<file path="src/rtl/block_byte_scheduler_if.sv">
// -----------------------------------------------------------------------------
// block_byte_scheduler_if
//
// Purpose : bundles the block-input handshake and the per-sample output of
//           block_byte_scheduler so the scheduler and its neighbours connect
//           through a single port.
//
// Signals :
//   block_valid_in   single-cycle strobe, block_in carries a complete block
//   block_in         NUM_BYTES x WIDTH block, byte 0 is played first
//   block_ready_out  at least one of the two buffer slots is free
//   tick_in          single-cycle sample strobe (~12 kHz)
//   byte_out         current sample, signed two's complement
//   byte_valid_out   single-cycle strobe, one per tick_in
//   underrun_out     single-cycle strobe, tick arrived with nothing buffered
//   overrun_out      single-cycle strobe, block dropped with both slots full
//   busy_out         scheduler is draining a slot
//
// Modports: master = block source / tick source / sample sink side,
//           slave  = the scheduler itself.
// -----------------------------------------------------------------------------
interface block_byte_scheduler_if #(
   parameter int NUM_BYTES = 16,
   parameter int WIDTH     = 8
);
   logic                                block_valid_in;
   logic [NUM_BYTES-1:0][WIDTH-1:0]     block_in;
   logic                                block_ready_out;
   logic                                tick_in;
   logic [WIDTH-1:0]                    byte_out;
   logic                                byte_valid_out;
   logic                                underrun_out;
   logic                                overrun_out;
   logic                                busy_out;

   modport master (
      output block_valid_in,
      output block_in,
      output tick_in,
      input  block_ready_out,
      input  byte_out,
      input  byte_valid_out,
      input  underrun_out,
      input  overrun_out,
      input  busy_out
   );

   modport slave (
      input  block_valid_in,
      input  block_in,
      input  tick_in,
      output block_ready_out,
      output byte_out,
      output byte_valid_out,
      output underrun_out,
      output overrun_out,
      output busy_out
   );
endinterface

</file>
<file path="src/rtl/block_byte_scheduler.sv">
// -----------------------------------------------------------------------------
// block_byte_scheduler
//
// Purpose : ping-pong playout buffer between the block-based cipher path and
//           the 12 kHz audio path. Whole NUM_BYTES-byte blocks are written into
//           one of two slots; one byte is emitted per sample tick. An empty
//           buffer produces silence (underrun), a full buffer drops incoming
//           blocks (overrun).
//
// Ports   :
//   clk_in   system clock
//   rst_in   asynchronous, active-high reset
//   bus      block_byte_scheduler_if.slave (block input, tick input,
//            byte/strobe outputs, ready and busy status)
//
// Parameters: NUM_BYTES (power of two, >= 2), WIDTH (bits per byte). They must
//           match the parameters of the connected interface instance.
//
// Build option: define SCHED_UNDERRUN_HOLD_EN to repeat the last emitted byte
//           on underrun instead of emitting 0.
// -----------------------------------------------------------------------------
module block_byte_scheduler #(
   parameter int NUM_BYTES = 16,
   parameter int WIDTH     = 8
) (
   input  logic                        clk_in,
   input  logic                        rst_in,
   block_byte_scheduler_if.slave       bus
);

   localparam int                IDX_W    = $clog2(NUM_BYTES);
   localparam logic [IDX_W-1:0]  IDX_LAST = IDX_W'(NUM_BYTES - 1);

   localparam logic [0:0]        ST_IDLE  = 1'b0;
   localparam logic [0:0]        ST_PLAY  = 1'b1;

   typedef logic [NUM_BYTES-1:0][WIDTH-1:0] block_t;

   // ---------------------------------------------------------------------------
   // State
   // ---------------------------------------------------------------------------
   logic [0:0]          state_reg,      state_next;
   logic [1:0]          cnt_reg,        cnt_next;
   logic                wr_sel_reg,     wr_sel_next;
   logic                rd_sel_reg,     rd_sel_next;
   logic [IDX_W-1:0]    idx_reg,        idx_next;
   logic [WIDTH-1:0]    byte_reg,       byte_next;
   logic                byte_valid_reg, byte_valid_next;
   logic                underrun_reg,   underrun_next;
   logic                overrun_reg,    overrun_next;

   // ---------------------------------------------------------------------------
   // Per-cycle decisions, all taken from registered state so that neither the
   // ready flag nor the drop decision depends combinationally on tick_in.
   // ---------------------------------------------------------------------------
   logic                load_en;
   logic                drop_en;
   logic                play_en;
   logic                silence_en;
   logic                release_en;
   logic [WIDTH-1:0]    rd_byte;

   assign load_en    = bus.block_valid_in && (cnt_reg != 2'd2);
   // A full buffer drops the block even when a slot frees up this same cycle.
   assign drop_en    = bus.block_valid_in && (cnt_reg == 2'd2);
   assign play_en    = bus.tick_in && (state_reg == ST_PLAY);
   // A block loaded this cycle is not yet visible: cnt_reg is still 0 here.
   assign silence_en = bus.tick_in && (state_reg == ST_IDLE);
   assign release_en = play_en && (idx_reg == IDX_LAST);

   // ---------------------------------------------------------------------------
   // Slot storage. No reset: contents are only ever read after a load has
   // marked the slot as filled, so stale data is never played.
   // ---------------------------------------------------------------------------
   genvar gi;
   generate
      for (gi = 0; gi < 2; gi++) begin : g_slot
         block_t data_reg;

         always_ff @(posedge clk_in) begin
            if (load_en && (wr_sel_reg == 1'(gi))) begin
               data_reg <= bus.block_in;
            end
         end
      end
   endgenerate

   assign rd_byte = rd_sel_reg ? g_slot[1].data_reg[idx_reg]
                               : g_slot[0].data_reg[idx_reg];

   // ---------------------------------------------------------------------------
   // Next-state logic
   // ---------------------------------------------------------------------------
   always_comb begin
      cnt_next        = cnt_reg;
      wr_sel_next     = wr_sel_reg;
      rd_sel_next     = rd_sel_reg;
      idx_next        = idx_reg;
      byte_next       = byte_reg;
      byte_valid_next = 1'b0;
      underrun_next   = 1'b0;
      overrun_next    = drop_en;

      // Fill count: a load and a release in the same cycle cancel out, but
      // both pointers still advance.
      case ({load_en, release_en})
         2'b10:   cnt_next = cnt_reg + 2'd1;
         2'b01:   cnt_next = cnt_reg - 2'd1;
         default: cnt_next = cnt_reg;
      endcase

      if (load_en) begin
         wr_sel_next = ~wr_sel_reg;
      end

      if (play_en) begin
         byte_next       = rd_byte;
         byte_valid_next = 1'b1;
         if (release_en) begin
            idx_next    = '0;
            rd_sel_next = ~rd_sel_reg;
         end else begin
            idx_next    = idx_reg + 1'b1;
         end
      end else if (silence_en) begin
         // Keep the output sample rate continuous even with nothing buffered.
         byte_valid_next = 1'b1;
         underrun_next   = 1'b1;
`ifdef SCHED_UNDERRUN_HOLD_EN
         byte_next       = byte_reg;
`else
         byte_next       = '0;
`endif
      end

      state_next = (cnt_next != 2'd0) ? ST_PLAY : ST_IDLE;
   end

   // ---------------------------------------------------------------------------
   // Registers
   // ---------------------------------------------------------------------------
   always_ff @(posedge clk_in or posedge rst_in) begin
      if (rst_in) begin
         state_reg      <= ST_IDLE;
         cnt_reg        <= 2'd0;
         wr_sel_reg     <= 1'b0;
         rd_sel_reg     <= 1'b0;
         idx_reg        <= '0;
         byte_reg       <= '0;
         byte_valid_reg <= 1'b0;
         underrun_reg   <= 1'b0;
         overrun_reg    <= 1'b0;
      end else begin
         state_reg      <= state_next;
         cnt_reg        <= cnt_next;
         wr_sel_reg     <= wr_sel_next;
         rd_sel_reg     <= rd_sel_next;
         idx_reg        <= idx_next;
         byte_reg       <= byte_next;
         byte_valid_reg <= byte_valid_next;
         underrun_reg   <= underrun_next;
         overrun_reg    <= overrun_next;
      end
   end

   // ---------------------------------------------------------------------------
   // Outputs
   // ---------------------------------------------------------------------------
   assign bus.block_ready_out = (cnt_reg != 2'd2);
   assign bus.byte_out        = byte_reg;
   assign bus.byte_valid_out  = byte_valid_reg;
   assign bus.underrun_out    = underrun_reg;
   assign bus.overrun_out     = overrun_reg;
   assign bus.busy_out        = (state_reg == ST_PLAY);

endmodule
</file>
<file path="src/flat_wrapper.sv">
// flat-port wrapper written by rule: the top's interface ports become plain ports
module block_byte_scheduler_flat 
#(
   parameter int NUM_BYTES = 16,
   parameter int WIDTH     = 8
)
  (clk_in, rst_in, bus_block_valid_in, bus_block_in, bus_tick_in, bus_block_ready_out, bus_byte_out, bus_byte_valid_out, bus_underrun_out, bus_overrun_out, bus_busy_out);
  block_byte_scheduler_if #(.NUM_BYTES(NUM_BYTES), .WIDTH(WIDTH)) bus_i ();
  input  logic clk_in;
  input  logic rst_in;
  input wire logic [$bits(bus_i.block_valid_in)-1:0] bus_block_valid_in;
  input wire logic [$bits(bus_i.block_in)-1:0] bus_block_in;
  input wire logic [$bits(bus_i.tick_in)-1:0] bus_tick_in;
  output wire logic [$bits(bus_i.block_ready_out)-1:0] bus_block_ready_out;
  output wire logic [$bits(bus_i.byte_out)-1:0] bus_byte_out;
  output wire logic [$bits(bus_i.byte_valid_out)-1:0] bus_byte_valid_out;
  output wire logic [$bits(bus_i.underrun_out)-1:0] bus_underrun_out;
  output wire logic [$bits(bus_i.overrun_out)-1:0] bus_overrun_out;
  output wire logic [$bits(bus_i.busy_out)-1:0] bus_busy_out;
  assign bus_i.block_valid_in = bus_block_valid_in;
  assign bus_i.block_in = bus_block_in;
  assign bus_i.tick_in = bus_tick_in;
  assign bus_block_ready_out = bus_i.block_ready_out;
  assign bus_byte_out = bus_i.byte_out;
  assign bus_byte_valid_out = bus_i.byte_valid_out;
  assign bus_underrun_out = bus_i.underrun_out;
  assign bus_overrun_out = bus_i.overrun_out;
  assign bus_busy_out = bus_i.busy_out;
  block_byte_scheduler #(.NUM_BYTES(NUM_BYTES), .WIDTH(WIDTH)) u_core (.clk_in(clk_in), .rst_in(rst_in), .bus(bus_i));
endmodule
</file>
<file path="config.mk">
export PLATFORM = sky130hd
export DESIGN_NAME = block_byte_scheduler_flat
export DESIGN_NICKNAME = d
export VERILOG_FILES = /design/src/rtl/block_byte_scheduler_if.sv /design/src/rtl/block_byte_scheduler.sv /design/src/flat_wrapper.sv
export SDC_FILE = /design/constraint.sdc
export NUM_CORES = 1
export LEC_CHECK = 0
export ABC_CLOCK_PERIOD_IN_PS = 17500
export CELL_PAD_IN_SITES_DETAIL_PLACEMENT = 1
export CELL_PAD_IN_SITES_GLOBAL_PLACEMENT = 1
export CORE_ASPECT_RATIO = 0.6
export CORE_MARGIN = 3
export CORE_UTILIZATION = 53
export CTS_BUF_LIST = sky130_fd_sc_hd__clkbuf_2 sky130_fd_sc_hd__clkbuf_4 sky130_fd_sc_hd__clkbuf_8
export CTS_CLUSTER_SIZE = 24
export DETAILED_ROUTE_END_ITERATION = 8
export PLACE_DENSITY = 0.89
export SLEW_MARGIN = 30
export SYNTH_ARGS = -nofsm -noshare
export SYNTH_HDL_FRONTEND = slang
export SYNTH_SLANG_ARGS = --single-unit
</file>
<file path="constraint.sdc">
create_clock -name clk_in -period 17.5 [get_ports clk_in]
set_input_delay 3.5 -clock clk_in [delete_from_list [all_inputs] [get_ports clk_in]]
set_output_delay 3.5 -clock clk_in [all_outputs]
set_load 0.01 [all_outputs]
</file>
==> results of run 1 <==
-- routing by layer --
layer	wire length, µm	vias to the layer above	track usage	part of all wire
met5	0	-	0	0
met4	430	0	0.0566	0.015
met3	2410	36	0.0636	0.085
met2	13400	314	0.418	0.47
met1	12000	3023	0.361	0.42
li1	-	2470	-	-
-- through the flow --
step / hold WS (ns) / util / worst slack [ns]
CTS: 0.512 / 0.679 / 11.86
global route: 0.559 / 0.680 / 11.98
floorplan: 0.452 / - / 7.97
global placement: 0.472 / 0.638 / 11.55
finish: 0.510 / 0.680 / 12.06
detailed placement: 0.497 / 0.638 / 11.31
-- worst max-delay path by stage --
| stage | from | end | slack [ns] | cells after the start |
|---|---|---|---|---|
| final | bus_block_valid_in | u_core.g_slot[0].data_reg[50] | 12.06 | 4 |
| after global routing | bus_block_valid_in | u_core.g_slot[0].data_reg[50] | 11.98 | 4 |
| after CTS | bus_block_valid_in | u_core.g_slot[0].data_reg[50] | 11.86 | 4 |
| after detailed placement | bus_block_valid_in | u_core.g_slot[0].data_reg[115] | 11.31 | 4 |
| after global placement | bus_block_valid_in | u_core.g_slot[1].data_reg[118] | 11.55 | 3 |
| after floorplan | bus_block_valid_in | u_core.g_slot[0].data_reg[0] | 7.97 | 2 |
-- cells in the mapped netlist, types with 2 or more instances --
master	number
o21ai_0	2
nand2_1	4
inv_1	3
nor2b_1	13
xnor2_1	4
o221ai_1	10
xor2_1	2
nand3_1	2
a211oi_1	8
a221oi_2	6
mux2_2	9
o41ai_2	7
buf_2	16
edfxtp_1	256
nor2_1	7
buf_6	4
dfrtp_1	20
clkbuf_1	10
mux2i_1	46
a21oi_1	7
or2_2	2
a22oi_1	14
mux4_2	32
mux4_1	9
nand2b_1	10
ha_1	2
-- final cells by class --
class | instances | share of cell area
Timing Repair Buffer | 149 | 0.112
Clock buffer | 65 | 0.0577
Multi-Input combinational cell | 207 | 0.182
Inverter | 3 | 0.000851
Antenna cell | 1 | 0.000189
Tap cell | 266 | 0.0251
Sequential cell | 276 | 0.619
Clock inverter | 8 | 0.00293
-- worst max-delay path: stages --
cell	delay (ns)
clkdlybuf4s50_1	0.56
nand2_1	0.20
nor2_4	0.59
buf_6	0.62
-- power groups by stage --
stage          clock [mW]  sequential [mW]  combinational [mW]
2_1_floorplan           0            0.976               0.451
3_3_place_gp            0             1.02               0.555
3_5_place_dp            0             1.04               0.587
4_1_cts             0.525             1.03               0.598
5_1_grt             0.555             1.04               0.640
6_report            0.515             1.03               0.602
-- logic make-up (layout without fill, tap and decap cells) --
kind of cell / Yosys count / after routing
AOI/OAI and AO/OA: 58 / 58
muxes: 96 / 96
DFF: 276 / 276
buffers and inverters: 34 / 225
other: 0 / 1
adders and majority gates: 2 / 2
and+or+nand+nor: 45 / 45
xor gates and xnor gates: 6 / 6
==> flow_summary.json, run 1 <==
{
  "outcome": "finished, final reports clean",
  "dpl-instance-area_um2": 12400,
  "grt_pass1_wl_um": 41300,
  "vdd_drop_max_v": 0.0000886,
  "rsz0062_at_grt": "no",
  "cts_buffers": 40,
  "drive_gt1_frac": 0.192,
  "avgSynthCellArea_um2": 20.8,
  "maxCapViolCount": 0,
  "rrSetupSlack_ns": 14.28,
  "whs_path_depth": 1,
  "io_pins": 145,
  "synthSimpleGateAreaFrac": 0.0236,
  "intPower_mw": 1.45,
  "portBuffers": 144,
  "ant_nets": 0,
  "switching_share": 0.322,
  "synth_seq_cells": 276,
  "relSlewSlack": 0.335,
  "power_density_nw_per_um2": 162,
  "clkTransAtPathRegs_ns": 0.07,
  "yosys_most_used_dff": "edfxtp_1",
  "rows": 39,
  "hold_violations": 0,
  "clk_latency_ns": 0.53,
  "die_w_um": 190,
  "synth_top_family_by_area": "multiplexers",
  "stdcell_area_um2": 13200,
  "die_h_um": 116,
  "p_seq_frac": 0.480,
  "p_total_mw": 2.15,
  "cp-end-kind": "flop",
  "drv_slew": 0,
  "synth_warnings": 0,
  "synth.area.mux_share": 0.141,
  "final_common_cell": "edfxtp_1",
  "hold_class": "flop to flop",
  "vias": 5843,
  "drtIter0Drc": 783,
  "reg2regPathDepth": 9,
  "p_clk_frac": 0.240,
  "start_util": 0.553,
  "post_cts_resize_count": 0,
  "p_sw_uw": 692,
  "synth_top_area_cell": "edfxtp_1",
  "netlist_instances": 517,
  "skew_ns": 0.0208,
  "placed_cells": 901,
  "crit_type": "primary input to flop",
  "final_cell_mix": "256 x edfxtp_1, 144 x clkdlybuf4s50_1, 46 x mux2i_1, 44 x clkbuf_8, 32 x mux4_2",
  "arrival_ns": 5.58,
  "critPathLaunchType": "primary input",
  "dieArea_um2": 22100,
  "grtUsageTotal": 0.257,
  "cts_sinks": 276,
  "antenna_found_initial": 1,
  "wl_per_cell_um": 29.0,
  "grt-ovfl-total": 0,
  "r2r_end": "u_core.bus.busy_out",
  "final_cells": 975,
  "root_buffer": "clkbuf_8",
  "cts_tree": "yes",
  "hold_buffers": 0,
  "worstPathMaxFanout": 74,
  "synthesis.area_um2": 10800,
  "synth_enable_flop_cells": 256,
  "fillers": 1633,
  "synth_area_leaders": "edfxtp_1 71%, mux4_2 6.7%, dfrtp_1 4.6%",
  "syn_to_final_growth_pct": 22.8,
  "async_flop_share": 0.0725,
  "place.gp.congestion": 0.815,
  "largest_reg_flops": 256,
  "fmax_mhz": 184,
  "synth_fa_ha_area_frac": 0.00232,
  "first_global_vias": 6458,
  "final.setup.tns_ns": 0,
  "hold_path_end": "u_core.cnt_reg[1]",
  "period_share": 0.311,
  "firstDrtPassIters": 7,
  "leakage_nw": 4.51,
  "vias_per_cell": 5.99,
  "yosys.area.top_type_share": 0.714,
  "setup_violations": 0,
  "cts_max_level": 2,
  "multi_input_comb_area_um2": 2400,
  "worst_pin_slew_ns": 0.998,
  "critPathRequiredTime_ns": 17.64,
  "syn_nets": 651,
  "pwr-share-comb": 0.280,
  "coreArea_um2": 19500,
  "synth_compound_area_frac": 0.0503,
  "grt_max_degree": 83,
  "postCtsSetupBuffers": 0,
  "drc": 0,
  "r2r-start": "u_core.idx_reg[0]",
  "dp_hpwl_um": 18300,
  "min_from": "u_core.cnt_reg[1]",
  "clock_path_buffers": 3,
  "synth_cell_types": 38,
  "drt_wl_total_um": 28300,
  "finalCriticalPeriod_ns": 5.44,
  "area.sequential_um2": 8190,
  "nets": 811,
  "synthXorXnorAreaFrac": 0.00488,
  "synth_seq_area_share": 0.760
}
(Power assumes the default switching activity.)
==> run 2, diff against run 1 <==
Settings changed: ABC_CLOCK_PERIOD_IN_PS 17500 to 4800, CORE_UTILIZATION 53 to 44, PLACE_DENSITY 0.89 to 0.8.
Clock period 17.5 ns to 4.8 ns, I/O delays scaled along.
==> run 2 against run 1 <==
Effect of this change:
- power rose to 3.6 times the previous value
- first-iteration DRC count decreased by 41%
- count of clock-buffer cells in the layout shrank 7
- critical endpoint is now bus_block_ready_out
- worst setup slack got worse by 9.9 ns
- largest power group unchanged
- global-route usage decreased by 5.9 points
- non-clock buffer count rose by 3
- largest cell class unchanged
- die area is 20% higher
- sequential cell count stayed put
- via count shrank 2.2%
- combinational power rose to 3.7 times the previous value
- clock power increased to 3.6 times the previous value
==> flow_summary.json, run 2 (synthesized netlist as in run 1, its figures left out) <==
{
  "ant_nets": 0,
  "largest_reg_flops": 256,
  "final.setup.tns_ns": 0,
  "drtIter0Drc": 464,
  "final_common_cell": "edfxtp_1",
  "clkTransAtPathRegs_ns": 0.06,
  "cts_buffers": 40,
  "vias_per_cell": 5.57,
  "final_cells": 1025,
  "relSlewSlack": 0.371,
  "cts_max_level": 2,
  "power_density_nw_per_um2": 583,
  "nets": 814,
  "vdd_drop_max_v": 0.000324,
  "wl_per_cell_um": 25.6,
  "final_cell_mix": "256 x edfxtp_1, 144 x clkdlybuf4s50_1, 46 x mux2i_1, 43 x clkbuf_8, 32 x mux4_2",
  "worst_pin_slew_ns": 0.943,
  "io_pins": 145,
  "drive_gt1_frac": 0.187,
  "path_buf_inv": 1,
  "dp_hpwl_um": 18200,
  "crit_type": "flop to primary output",
  "drc": 0,
  "vias": 5712,
  "switching_share": 0.315,
  "p_sw_mw": 2.45,
  "p_seq_frac": 0.475,
  "grt_pass1_wl_um": 39200,
  "leakage_nw": 4.52,
  "crit_family": "buffers and inverters",
  "pwr-share-comb": 0.286,
  "hold_class": "flop to flop",
  "drt_wl_total_um": 26300,
  "finish.utilization": 0.565,
  "stdcell_area_um2": 13300,
  "rows": 43,
  "finalCriticalPeriod_ns": 2.67,
  "dpl-instance-area_um2": 12500,
  "p_total_mw": 7.77,
  "clock_path_buffers": 3,
  "worstPathMaxFanout": 4,
  "syn_to_final_growth_pct": 23.7,
  "critPathLaunchType": "flop",
  "place.gp.congestion": 0.778,
  "dieArea_um2": 26500,
  "hold_buffers": 0,
  "postCtsSetupBuffers": 0,
  "firstDrtPassIters": 5,
  "die_h_um": 127,
  "diodes": 0,
  "start_util": 0.457,
  "maxCapViolCount": 0,
  "antenna_found_initial": 2,
  "intPower_mw": 5.32,
  "cp-end-kind": "primary output",
  "p_clk_frac": 0.240,
  "die_w_um": 208,
  "cts_sinks": 276,
  "coreArea_um2": 23600,
  "grtUsageTotal": 0.198,
  "clk_latency_ns": 0.54,
  "skew_ns": 0.0187,
  "path_cells": "nand2b_1 > clkdlybuf4s50_1",
  "hold_violations": 0,
  "arrival_ns": 1.71,
  "rsz0062_at_grt": "no",
  "post_cts_resize_count": 0,
  "fmax_mhz": 375,
  "first_global_vias": 6167,
  "outcome": "finished, final reports clean",
  "setup_violations": 0,
  "grt-ovfl-total": 0,
  "critPathRequiredTime_ns": 3.84,
  "placed_cells": 953,
  "cts_tree": "yes",
  "cp_slowest_stage_delay_ns": 0.57,
  "portBuffers": 144,
  "period_share": 0.556,
  "drv_slew": 0,
  "grt_max_degree": 71,
  "root_buffer": "clkbuf_8",
  "crit_path_top_delay_cell": "clkdlybuf4s50_1"
}
## run 2: cell count changes in the layout (fill, tap and decap cells not counted), sizes merged
cell	previous run	this run
buf	5	8
inv	3	2
diode	1	0
clkbuf	65	58
bufinv	0	1
clkinv	6	12
## run 2: worst register-to-register path, stage by stage, from the launching register on
cell and delay [ns]:
dfrtp_1 0.63, buf_4 0.47, ha_1 0.29, nand2_1 0.07, nor2_1 0.24, ha_1 0.31
nor2_1 0.15, xor2_1 0.10, or2_2 0.28
## run 2: per-stage QoR
stage	hold slack, ns	setup slack [ns]
floorplan	0.452	0.355
global placement	0.474	1.70
detailed placement	0.503	1.62
finish	0.520	2.13
CTS	0.513	2.10
global route	0.544	1.93
## run 2: layout make-up
cell class,instances,area [µm²]
fill,2099,10200
sequential,276,8190
multi-input combinational,207,2400
timing repair buffer,152,1530
clock buffer,58,704
tap,315,394
clock inverter,14,90.1
inverter,3,11.3
## run 2: power groups by stage
stage	combinational, mW	clock [mW]	sequential (mW)
3_5_place_dp	2.23	0	3.74
3_3_place_gp	2.14	0	3.69
4_1_cts	2.24	1.91	3.70
2_1_floorplan	1.65	0	3.52
5_1_grt	2.39	2.03	3.74
6_report	2.22	1.86	3.69
## run 2: worst paths after layout
check                                   from                     end  slack, ns  depth (start not counted)
setup / recovery           u_core.cnt_reg[0]     bus_block_ready_out       2.13                          2
hold / removal             u_core.cnt_reg[1]       u_core.cnt_reg[1]       0.52                          1
setup reg to reg           u_core.idx_reg[1]     u_core.bus.busy_out       2.15                          8
hold reg to reg            u_core.cnt_reg[1]       u_core.cnt_reg[1]       0.52                          1
max in group asynchronous             rst_in       u_core.idx_reg[2]       3.52                          2
min in group asynchronous             rst_in  u_core.bus.overrun_out       0.83                          2
## run 2: per-layer routing
| layer | global-route usage | up-vias | part of all wire |
|---|---|---|---|
| met1 | 0.288 | 2982 | 0.45 |
| met5 | 0 | - | 0.00088 |
| met3 | 0.0562 | 36 | 0.078 |
| li1 | - | 2469 | - |
| met2 | 0.308 | 221 | 0.46 |
| met4 | 0.0337 | 4 | 0.012 |
==> run 3, diff against run 2 <==
Settings changed: ABC_CLOCK_PERIOD_IN_PS 4800 to 2600, CORE_UTILIZATION 44 to 49, PLACE_DENSITY 0.8 to 0.84.
Clock period 4.8 ns to 2.6 ns, I/O delays scaled along.
==> run 3 against run 2 <==
Effect of this change:
- clock skew grew 0.0070 ns
- sequential power rose by 81%
- worst setup slack got worse by 1.8 ns
- die area fell by 9.8%
- hold slack worse by 0.082 ns
- count of clock-buffer cells in the layout is 1 lower
==> flow_summary.json, run 3 (synthesized netlist as in run 1, its figures left out) <==
{
  "cts_sinks": 276,
  "outcome": "finished, final reports clean",
  "hold_violations": 0,
  "ant_nets": 0,
  "finish.utilization": 0.633,
  "finalCriticalPeriod_ns": 2.30,
  "wl_per_cell_um": 26.5,
  "critPathRequiredTime_ns": 2.99,
  "start_util": 0.506,
  "dp_hpwl_um": 18900,
  "drtIter0Drc": 490,
  "drv_slew": 0,
  "vdd_drop_max_v": 0.000471,
  "vias_per_cell": 5.78,
  "rrSetupSlack_ns": 0.30,
  "io_pins": 145,
  "setup_violations": 0,
  "firstDrtPassIters": 5,
  "holdWs_ns": 0.438,
  "fmax_mhz": 434,
  "syn_to_final_growth_pct": 25.0,
  "worst_pin_slew_ns": 0.749,
  "cts_max_level": 2,
  "nets": 829,
  "vias": 5811,
  "power_density_nw_per_um2": 1080,
  "drc": 0,
  "post_cts_resize_count": 0,
  "root_buffer": "clkbuf_8",
  "dieArea_um2": 23900,
  "coreArea_um2": 21300,
  "hold_class": "primary input to asynchronous set/reset pin",
  "final_cell_mix": "256 x edfxtp_1, 144 x clkdlybuf4s50_1, 46 x mux2i_1, 44 x clkbuf_8, 32 x mux4_2",
  "rsz0062_at_grt": "no",
  "portBuffers": 144,
  "dpl-instance-area_um2": 12700,
  "hold_buffers": 0,
  "diodes": 0,
  "largest_reg_flops": 256,
  "leakage_nw": 4.63,
  "cts_buffers": 42,
  "die_w_um": 197,
  "maxCapViolCount": 0,
  "place.gp.congestion": 0.817,
  "relSlewSlack": 0.500,
  "critPathLaunchType": "flop",
  "final_common_cell": "edfxtp_1",
  "arrival_ns": 2.70,
  "fillers": 1806,
  "worstPathMaxFanout": 18,
  "drt_wl_total_um": 26600,
  "skew_ns": 0.0257,
  "clkTransAtPathRegs_ns": 0.07,
  "period_share": 0.886,
  "grt_pass1_wl_um": 39600,
  "grt-ovfl-total": 0,
  "cts_tree": "yes",
  "grtUsageTotal": 0.226,
  "crit_type": "flop to flop",
  "cp-end-kind": "flop",
  "clk_latency_ns": 0.52,
  "first_global_vias": 6293,
  "clock_path_buffers": 3,
  "stdcell_area_um2": 13500,
  "rows": 41,
  "drive_gt1_frac": 0.211,
  "antenna_found_initial": 0,
  "die_h_um": 121,
  "postCtsSetupBuffers": 0,
  "grt_max_degree": 77
}
run 3: cell count changes in the layout (fill, tap and decap cells not counted), moves of 2 or more:
cell and change:
buf_12 +6, clkinv_2 +6, buf_4 +7, clkbuf_4 -2, clkinv_1 -2
run 3: where the power goes:
part / internal (mW) / switching (mW)
registers: 6.09 / 0.601
clock network: 1.76 / 1.60
logic: 2.07 / 2.41
total: 9.93 / 4.60
run 3: per-layer routing:
metal,GRT usage,share of wire,vias up
li1,-,-,2502
met5,0,0,-
met4,0.0356,0.0081,0
met1,0.344,0.46,3048
met3,0.0544,0.078,23
met2,0.343,0.45,238
run 3: per-stage QoR:
step	instances	setup WS (ns)	TNS, ns	power [mW]
2_1_floorplan	517	-0.331	-43.41	9.51
5_1_grt	1005	0.228	0	15.2
3_5_place_dp	930	0.182	0	11.3
3_3_place_gp	930	0.262	0	11.0
6_report	1005	0.296	0	14.5
4_1_cts	1005	0.291	0	14.7
run 3: final timing paths:
| kind | start | end | cells past startpoint |
|---|---|---|---|
| worst max-delay path | u_core.idx_reg[0] | u_core.bus.byte_out[6] | 5 |
| worst min-delay path | rst_in | u_core.bus.byte_out[7] | 2 |
| worst max register to register | u_core.idx_reg[0] | u_core.bus.byte_out[6] | 5 |
| worst min register to register | u_core.bus.byte_out[1] | u_core.bus.byte_out[1] | 2 |
| max in group asynchronous | rst_in | u_core.bus.byte_out[0] | 3 |
| min in group clk_in | u_core.bus.byte_out[1] | u_core.bus.byte_out[1] | 2 |
run 3: area by class of cell:
type	instances	area [µm²]	area share
Timing Repair Buffer	165	1700	0.126
Tap cell	279	349	0.0259
Clock inverter	18	87.6	0.00650
Sequential cell	276	8200	0.609
Multi-Input combinational cell	207	2420	0.180
Clock buffer	57	703	0.0522
Inverter	3	11.3	0.000836
run 3: worst max-delay path, cell delays in order, from the launching register on:
cell	delay [ns]
dfrtp_4	0.65
buf_12	0.21
mux4_1	0.59
mux2_2	0.31
a221oi_2	0.28
o41ai_2	0.12
==> RTL change (flow settings as in run 3) <==
`NUM_BYTES` is set to 16 in 3 places; all go to 8.
--- a/src/rtl/block_byte_scheduler_if.sv
+++ b/src/rtl/block_byte_scheduler_if.sv
@@ -20,7 +20,7 @@
 //           slave  = the scheduler itself.
 // -----------------------------------------------------------------------------
 interface block_byte_scheduler_if #(
-   parameter int NUM_BYTES = 16,
+   parameter int NUM_BYTES = 8,
    parameter int WIDTH     = 8
 );
    logic                                block_valid_in;
--- a/src/rtl/block_byte_scheduler.sv
+++ b/src/rtl/block_byte_scheduler.sv
@@ -20,7 +20,7 @@
 //           on underrun instead of emitting 0.
 // -----------------------------------------------------------------------------
 module block_byte_scheduler #(
-   parameter int NUM_BYTES = 16,
+   parameter int NUM_BYTES = 8,
    parameter int WIDTH     = 8
 ) (
    input  logic                        clk_in,
--- a/src/flat_wrapper.sv
+++ b/src/flat_wrapper.sv
@@ -1,7 +1,7 @@
 // flat-port wrapper written by rule: the top's interface ports become plain ports
 module block_byte_scheduler_flat 
 #(
-   parameter int NUM_BYTES = 16,
+   parameter int NUM_BYTES = 8,
    parameter int WIDTH     = 8
 )
   (clk_in, rst_in, bus_block_valid_in, bus_block_in, bus_tick_in, bus_block_ready_out, bus_byte_out, bus_byte_valid_out, bus_underrun_out, bus_overrun_out, bus_busy_out);
Interface: changed (resized bus_block_in); port bits go from 145 to 81. The function was not compared with the original's and may differ.
==> RTL change against run 3 <==
- setup slack better by 150 ps
- die area is 45% lower
- sequential power is 47% lower
- largest cell class unchanged
- area after synthesis is 47% lower
- cell area is 47% lower
- routed wire length is 52% lower
- total power is 48% lower
- sequential cell count is 129 lower
- hold slack better by 81 ps
- critical path type unchanged
- sequential share of layout area is 0.060 points lower
==> RTL change: results (changes against run 3) <==
stage,metric,value,unit,change
outcome,status,"finished, final reports clean",,
placement,dp_hpwl,8609,um,-54%
synthesis,area_share_of_fa_ha_maj_cells_after_synthesis,0.6520,%,+0.42 points
synthesis,post_synth_mux_area_share,11.32,%,-2.8 points
synthesis,synth-seq-area-share,75.03,%,-0.97 points
layout,layoutNonFillerInstCount,591,,-41%
synthesis,synth_compound_gate_area_share,4.716,%,-0.31 points
global_routing,grt_pass1_vias,3476,,-45%
worst_setup_path,cp_data_arrival_time,2480,ps,-220 ps
layout,final_net_count,494,,-40%
drt,routed_wire_length_per_instance,21.82,um,-18%
global_routing,globalRouteMet2Util,31.74,%,-2.6 points
global_routing,grtUsageMet3,5.578,%,+0.14 points
pwr,leakage,2.576,nW,-44%
drt,drt_iter0_drcs,232,,-53%
drt,met1Wirelength,5870,um,-52%
pwr,powerClk,0.00182,W,-46%
layout,final.fill_count,981,,-46%
placement,gp_congestion,0.7821,,-4.3%
sta,worst_slew_pin_slew,768.0,ps,+19.26 ps
global_routing,wire_length_of_the_first_global_routing_pass,20220,um,-49%
placement,numPlacedInstances,559,,-40%
layout,drive_above_1_share,10.78,%,-10 points
synthesis,synth.area.top_cells,"edfxtp_1, mux2i_1, dfrtp_1",,
pwr,pwr-share-comb,29.9,%,-0.9 points
worst_setup_path,crit_path_max_fanout,11,,-7
global_routing,pin_count_of_the_biggest_net_entering_global_routing,65,,-16%
clock_tree,htreeDepth,4,,+2
global_routing,grt_use_met1,28.50,%,-5.9 points
worst_setup_path,setup.reg_to_reg.worst_slack,450,ps,+150 ps
synthesis,synth-edff-count,128,,-50%
clock_tree,path_clk_slew,90,ps,+20 ps
clock_tree,max-clock-path-buffers,2,,-1
synthesis,synth_commonest_cells,"edfxtp_1, mux2i_1, nand2_1, a22oi_1, dfrtp_1",,
RTL change: cell count changes in the layout (fill, tap and decap cells not counted), moves of 8 or more:
cell                    run 3  this run
edfxtp_1                  256       128
clkdlybuf4s50_1           144        80
mux4_2                     32         0
clkbuf_8                   44        17
nand2_1                     3        25
mux2i_1                    46        64
clkbuf_4                   13         1
a22oi_1                    14        24
nor2b_1                    13         3
mux4_1                      9         0
a211oi_1                    8         0
mux2_2                      9         1
RTL change: through the flow:
step / setup WS [ps] / utilization (%) / power [W]
after detailed placement: 460.2 / 60.98 / 0.005858
after global routing: 377.4 / 64.66 / 0.008043
final: 445.2 / 64.66 / 0.007630
after global placement: 513.7 / 60.98 / 0.005714
after CTS: 436.2 / 64.66 / 0.007699
after floorplan: 2.148 / - / 0.005095
RTL change: how the worst max path moves through the flow:
| stage | cells past startpoint | slack (ps) | start | to |
|---|---|---|---|---|
| CTS | 8 | 440 | u_core.idx_reg[0] | u_core.bus.busy_out |
| floorplan | 2 | 2 | u_core.cnt_reg[0] | u_core.g_slot[1].data_reg[0] |
| global route | 8 | 380 | u_core.idx_reg[0] | u_core.bus.busy_out |
| global placement | 8 | 510 | u_core.idx_reg[0] | u_core.bus.busy_out |
| finish | 8 | 450 | u_core.idx_reg[0] | u_core.bus.busy_out |
| detailed placement | 8 | 460 | u_core.idx_reg[0] | u_core.bus.busy_out |
RTL change: area by class of cell:
type | count | area (um^2) | area share [%]
Clock inverter | 14 | 163.9 | 2.306
Timing Repair Buffer | 89 | 893.4 | 12.57
Sequential cell | 147 | 4323 | 60.81
Clock buffer | 18 | 241.5 | 3.397
Inverter | 9 | 33.78 | 0.4752
Tap cell | 155 | 193.9 | 2.728
Multi-Input combinational cell | 159 | 1260 | 17.72
